===== config.mk =====
export PLATFORM = sky130hd
export DESIGN_NAME = alu_cmd_seq
export DESIGN_NICKNAME = d
export VERILOG_FILES = /design/src/rtl/alu_cmd_seq.sv
export SDC_FILE = /design/constraint.sdc
export NUM_CORES = 1
export LEC_CHECK = 0
export CAP_MARGIN = 5
export CORE_ASPECT_RATIO = 0.7
export CORE_MARGIN = 1
export CORE_UTILIZATION = 44
export CTS_CLUSTER_SIZE = 12
export DETAILED_ROUTE_END_ITERATION = 16
export PLACE_DENSITY = 0.86
export SYNTH_ARGS = -nofsm -noshare
export SYNTH_HDL_FRONTEND = slang
export SYNTH_SLANG_ARGS = --single-unit
export TNS_END_PERCENT = 50

===== constraint.sdc =====
create_clock -name CLK -period 1.95 [get_ports CLK]
set_input_delay 0.39 -clock CLK [delete_from_list [all_inputs] [get_ports CLK]]
set_output_delay 0.39 -clock CLK [all_outputs]
set_load 0.01 [all_outputs]

===== src/rtl/alu_cmd_seq.sv =====
// alu_cmd_seq: RX byte commands (0xCC A B FUN / 0xDD FUN) become one ALU_EN pulse and a two-byte TX response (lo, hi).
// Latency: FUN strobe -> ALU_EN next cycle; TX_D_VLD one cycle after ALU_OUT_VALID. TX byte held while TX_READY=0.
// Define ALU_CMD_SEQ_TIMEOUT_EN to bound WAIT_RES to 15 cycles; the result then becomes 0x00EE.
module alu_cmd_seq #(
    parameter int D_WIDTH   = 8,
    parameter int FUN_WIDTH = 4
) (
    input  logic                   CLK,
    input  logic                   RST,
    input  logic [D_WIDTH-1:0]     RX_P_DATA,
    input  logic                   RX_D_VLD,
    output logic [D_WIDTH-1:0]     ALU_A,
    output logic [D_WIDTH-1:0]     ALU_B,
    output logic [FUN_WIDTH-1:0]   ALU_FUN,
    output logic                   ALU_EN,
    input  logic [2*D_WIDTH-1:0]   ALU_OUT,
    input  logic                   ALU_OUT_VALID,
    output logic [D_WIDTH-1:0]     TX_P_DATA,
    output logic                   TX_D_VLD,
    input  logic                   TX_READY,
    output logic                   BUSY
);

    typedef enum logic [2:0] {
        IDLE, GET_A, GET_B, GET_FUN, ISSUE, WAIT_RES, SEND_LO, SEND_HI
    } state_t;

    localparam logic [D_WIDTH-1:0] CMD_NEW   = D_WIDTH'(8'hCC);
    localparam logic [D_WIDTH-1:0] CMD_REUSE = D_WIDTH'(8'hDD);

    state_t               state;
    logic [2*D_WIDTH-1:0] result;

`ifdef ALU_CMD_SEQ_TIMEOUT_EN
    localparam logic [2*D_WIDTH-1:0] TIMEOUT_RES = (2*D_WIDTH)'(8'hEE);
    logic [3:0] wait_cnt;
`endif

    // Response byte is a select of the result register, so it cannot move while the FSM waits on TX_READY.
    assign TX_P_DATA = (state == SEND_HI) ? result[2*D_WIDTH-1:D_WIDTH] : result[D_WIDTH-1:0];

    always_ff @(posedge CLK) begin
        if (RST) begin
            state    <= IDLE;
            ALU_A    <= '0;
            ALU_B    <= '0;
            ALU_FUN  <= '0;
            ALU_EN   <= 1'b0;
            TX_D_VLD <= 1'b0;
            BUSY     <= 1'b0;
            result   <= '0;
`ifdef ALU_CMD_SEQ_TIMEOUT_EN
            wait_cnt <= '0;
`endif
        end else begin
            case (state)
                IDLE: begin
                    if (RX_D_VLD && RX_P_DATA == CMD_NEW) begin
                        state <= GET_A;
                        BUSY  <= 1'b1;
                    end else if (RX_D_VLD && RX_P_DATA == CMD_REUSE) begin
                        state <= GET_FUN;
                        BUSY  <= 1'b1;
                    end
                end
                GET_A: begin
                    if (RX_D_VLD) begin
                        ALU_A <= RX_P_DATA;
                        state <= GET_B;
                    end
                end
                GET_B: begin
                    if (RX_D_VLD) begin
                        ALU_B <= RX_P_DATA;
                        state <= GET_FUN;
                    end
                end
                GET_FUN: begin
                    if (RX_D_VLD) begin
                        ALU_FUN <= RX_P_DATA[FUN_WIDTH-1:0];
                        ALU_EN  <= 1'b1;
                        state   <= ISSUE;
                    end
                end
                ISSUE: begin
                    ALU_EN <= 1'b0;
                    state  <= WAIT_RES;
`ifdef ALU_CMD_SEQ_TIMEOUT_EN
                    wait_cnt <= '0;
`endif
                end
                WAIT_RES: begin
                    if (ALU_OUT_VALID) begin
                        result   <= ALU_OUT;
                        TX_D_VLD <= 1'b1;
                        state    <= SEND_LO;
                    end
`ifdef ALU_CMD_SEQ_TIMEOUT_EN
                    // Count 14 means this is the 15th cycle without a result.
                    else if (wait_cnt == 4'd14) begin
                        result   <= TIMEOUT_RES;
                        TX_D_VLD <= 1'b1;
                        state    <= SEND_LO;
                    end else begin
                        wait_cnt <= wait_cnt + 4'd1;
                    end
`endif
                end
                SEND_LO: begin
                    if (TX_READY) begin
                        state <= SEND_HI;
                    end
                end
                SEND_HI: begin
                    if (TX_READY) begin
                        TX_D_VLD <= 1'b0;
                        BUSY     <= 1'b0;
                        state    <= IDLE;
                    end
                end
                default: state <= IDLE;
            endcase
        end
    end

endmodule


Word-level counts from Yosys, hierarchy flattened
Cells that the tools add are included.
W data, S select, Z words.
- flip-flop bits (word level): 42
- bits of input ports: 29
- output and inout bits: 31
- logic and storage cells: 56
- equal/unequal tests: 16
- mux-type cells: 18
- reduce and logical (&&, ||, !) cells: 14
- operators with widths (cell ; number):
    $mux W3 ; 8
    $pmux W3 S8 ; 1
    $eq A8 B8 Y1 const B ; 2
    $eq A3 B3 Y1 const B ; 4
    $ne A2 B2 Y1 const B ; 6
    $reduce_and A2 Y1 ; 5
    $mux W8 ; 1
    $reduce_and A7 Y1 ; 1
    $eq A3 B2 Y1 const B ; 2
    $pmux W1 S2 ; 3
    $reduce_and A3 Y1 ; 2
    $reduce_bool A2 Y1 ; 3
    $mux W1 ; 5
    $eq A3 B1 Y1 const B ; 1
    $logic_not A3 Y1 ; 1
    $ne A3 B3 Y1 const B ; 1
    $logic_and A1 B1 Y1 ; 2

Longest topological paths before layout
- word-level depth: 5
- depth in mapped cells: 7
- depth with buffers taken out: 4

Least setup slack after synthesis
Ideal clock, no wire load.
- path type: register to output
- start point: register state[2]
- end point: output TX_P_DATA[0]
- data arrival time: 1255 ps
- required time: 1560 ps
- setup slack: 305 ps
- stages on the path, launching flop included: 4
- path buffers: 1
- path through: dfxtp_1 -> clkbuf_1 -> nand3_1 -> mux2_2
- word-level cells in the longest chain between the ends: 2
- ends and longest elaborated chain (item ; line ; text):
    start: declaration ; 31 ; state_t state;
    start signal: assignment ; 44 ; state <= IDLE;
    start signal: assignment ; 59 ; state <= GET_A;
    start signal: assignment ; 62 ; state <= GET_FUN;
    $eq A3 B3 Y1 ; 40 ; assign TX_P_DATA = (state == SEND_HI) ? result[2*D_WIDTH-1:D_WIDTH] : result[D_WIDTH-1:0];
    $mux W8 ; 40 ;
    end: declaration ; 18 ; output logic [D_WIDTH-1:0] TX_P_DATA,
Every way passes these cells.

Worst setup path in the final report
- start point: register state[1]
- end point: output TX_P_DATA[3]
The elaborated chain is that of the path after synthesis.

==> impl_metrics.py <==
metrics = {
    "placed_design": {
        "dp_cells": 313,
        "place_area_um2": 2460,
        "dp_hpwl_mm": 3.15,
        "portBuffers": 59,
        "gp_congestion": 0.879,
        "place_ws_ns": -0.123,
    },
    "final_layout": {
        "nets": 299,
        "antenna-diode-count": 0,
        "final_util_pct": 71.1,
        "syn2layout_area_growth_pct": 50.4,
        "final_area_um2": 2560,
        "multi_input_area_um2": 802,
        "final_layout_size_suffix_gt1_share_pct": 13.0,
        "fill_cells": 281,
        "regArea_um2": 841,
        "stdcell_count": 320,
    },
    "synth": {
        "yosysMostFrequentCell": "nand2_1",
        "postSynth.asyncResetShare_pct": 0,
        "synth_area_leaders": "dfxtp_1 49%, nand2_1 11%, a21oi_1 7.6%, mux2i_1 7.0%, mux2_2 5.3%",
        "syn_inst": 197,
        "ys_ff_latch": 42,
        "ys.flop_type": "dfxtp_1",
        "synth_commonest_cells": "52 x nand2_1, 42 x dfxtp_1, 26 x a21oi_1, 17 x nor2_1, 12 x mux2i_1",
        "yosys.area.top_type": "dfxtp_1",
        "syn_avg_cell_area_um2": 8.65,
        "synth-edff-count": 0,
        "syn-num-nets": 226,
        "synth_top_cell_area_share_pct": 49.3,
        "syn_area_um2": 1700,
        "synth_cell_types": 29,
        "yosysWarnings": 0,
        "seq_area_frac_synth_pct": 49.3,
    },
    "floorplanning": {
        "die_h_um": 54.1,
        "die_w_um": 76.4,
        "dieArea_um2": 4130,
        "coreArea_um2": 3600,
        "ioPinCount": 60,
        "row_count": 18,
        "start_util_pct": 47.3,
    },
    "worst_setup_path": {
        "crit_path_start_kind": "flop",
        "end_kind": "primary output",
        "cp.required_ns": 1.56,
        "crit_fanout": 10,
        "worstPathArrival_ns": 1.48,
        "setup.worst_path.class": "reg -> out",
        "ff2ff_path_depth": 5,
    },
    "grt": {
        "grt_pass1_vias": 1516,
        "grt_pass1_wl_mm": 6.98,
        "antenna_found_initial": 0,
        "gr-usage-all-layers_pct": 22.7,
        "grt_remaining_overflow": 0,
        "grt_max_degree": 42,
    },
    "route": {
        "dr.pass1.iters": 4,
        "wl_mm": 4.42,
        "drc": 0,
        "viasPerCell": 5.01,
        "vias": 1604,
        "drtAntennaViolNets": 0,
        "first_iter_violations": 112,
        "wl_per_cell_um": 13.8,
    },
    "power_and_ir_drop": {
        "powerDensity_nw_per_um2": 707,
        "report.power.total_mw": 1.81,
        "p_leak_nw": 0.993,
        "swShare_pct": 21.8,
        "peakVddDrop_v": 0.000528,
        "combPwrFrac_pct": 13.2,
        "switchingPower_mw": 0.394,
        "sequentialPowerShare_pct": 48.9,
        "intPower_mw": 1.42,
        "clockPowerShare_pct": 37.9,
    },
    "cts": {
        "tritoncts": "yes",
        "clkSlewWorstSetupHoldPaths_ns": 0.08,
        "cts_root_buf": "clkbuf_8",
        "post_cts_buffers": 0,
        "insertion_delay_ns": 0.29,
        "clock_sink_count": 42,
        "cts_buffer_depth": 2,
        "numCtsBuffers": 5,
        "cts.htree.levels": 2,
    },
    "sta": {
        "min_period_over_period_pct": 96.1,
        "rsz0062_at_grt": "false",
        "fin_crit_ns": 1.87,
        "worst-slew-pin-transition_ns": 0.370,
        "fin_tns_setup_ns": 0,
        "max_slew_margin_pct": 75.1,
        "fmax_mhz": 533,
        "hold_viol": 0,
        "setup_slack_ns": 0.0751,
        "slew_violations": 0,
        "hold_slack_ns": 0.456,
        "setup_viol": 0,
        "skew_ns": 0.00841,
    },
    "status": {
        "outcome": "completed",
    },
    "min_path": {
        "hp-class": "reg -> reg",
        "min_path_cells": 2,
    },
    "run": {
        "maxCapViolations": 0,
    },
}
## cells in the final DEF, fill, tap and decap left out
cell type and count:
a21oi_1 26, a222oi_1 1, a31oi_1 2, a32oi_1 1, and3_1 1, buf_12 2, buf_4 14, buf_6 1
bufinv_16 1, clkbuf_8 6, clkdlybuf4s50_1 51, dfxtp_1 42, dlygate4sd2_1 8, inv_1 1, inv_2 1, mux2_2 8
mux2i_1 12, nand2_1 52, nand2b_1 2, nand3_1 4, nand3b_1 1, nand4b_1 1, nor2_1 17, nor2b_1 2
nor3_1 2, nor3_4 1, o21a_1 3, o21ai_0 1, o21bai_1 2, or2_1 1, or3b_1 1, or4_4 1
xor2_1 1
## worst max-delay path, stage by stage (launching register included)
cell           delay (ns)
dfxtp_1              0.32
nand3_1              0.09
buf_6                0.15
mux2_2               0.34
dlygate4sd2_1        0.29
## final timing paths
| check | start | endpoint | slack, ns |
|---|---|---|---|
| min | ALU_B[2] | ALU_B[2] | 0.46 |
| max reg2reg | state[1] | state[1] | 0.28 |
| max | state[1] | TX_P_DATA[3] | 0.08 |
| min reg2reg | ALU_B[2] | ALU_B[2] | 0.46 |
## sequential cells by signal, summed over array words and instances (netlist names)
name / cells
ALU_A: 8
BUSY: 1
ALU_EN: 1
state: 3
result: 16
ALU_FUN: 4
ALU_B: 8
TX_D_VLD: 1
## metal layers
metal / vias up / global-route usage [%] / wire [um]
met1: 738 / 27.3 / 1980
li1: 807 / - / -
met4: 0 / 9.62 / 57
met5: - / 0 / 0
met3: 7 / 6.10 / 244
met2: 52 / 39.3 / 2130
## cell families (layout without fill, tap and decap cells)
kind of cell | after synthesis | in the layout | share of synthesized area, %
AND/OR/NAND/NOR | 86 | 86 | 22.2
flip-flops | 42 | 42 | 49.3
AO/OA/AOI/OAI | 36 | 36 | 12.0
multiplexers | 20 | 20 | 12.3
buffers and inverters | 12 | 85 | 3.60
XOR/XNOR | 1 | 1 | 0.514
## power by group through the flow
stage / Clock, mW / Combinational (mW) / Sequential [mW]
2_1_floorplan: 0 / 0.0977 / 0.912
3_3_place_gp: 0 / 0.231 / 0.905
3_5_place_dp: 0 / 0.236 / 0.906
4_1_cts: 0.695 / 0.238 / 0.887
5_1_grt: 0.733 / 0.257 / 0.889
6_report: 0.686 / 0.239 / 0.886
## final cells by class
type,count,area share [%]
Inverter,2,0.293
Clock buffer,6,3.22
Clock inverter,1,1.17
Tap cell,50,2.44
Multi-Input combinational cell,143,31.3
Timing Repair Buffer,76,28.8
Sequential cell,42,32.8
## timing repair
item | in CTS | in global routing
resized for setup | 9 | 0
endpoints found under the setup margin | 8 | 0
hold buffers | 0 | 0
Note: power is estimated with default switching activity, not from simulation.
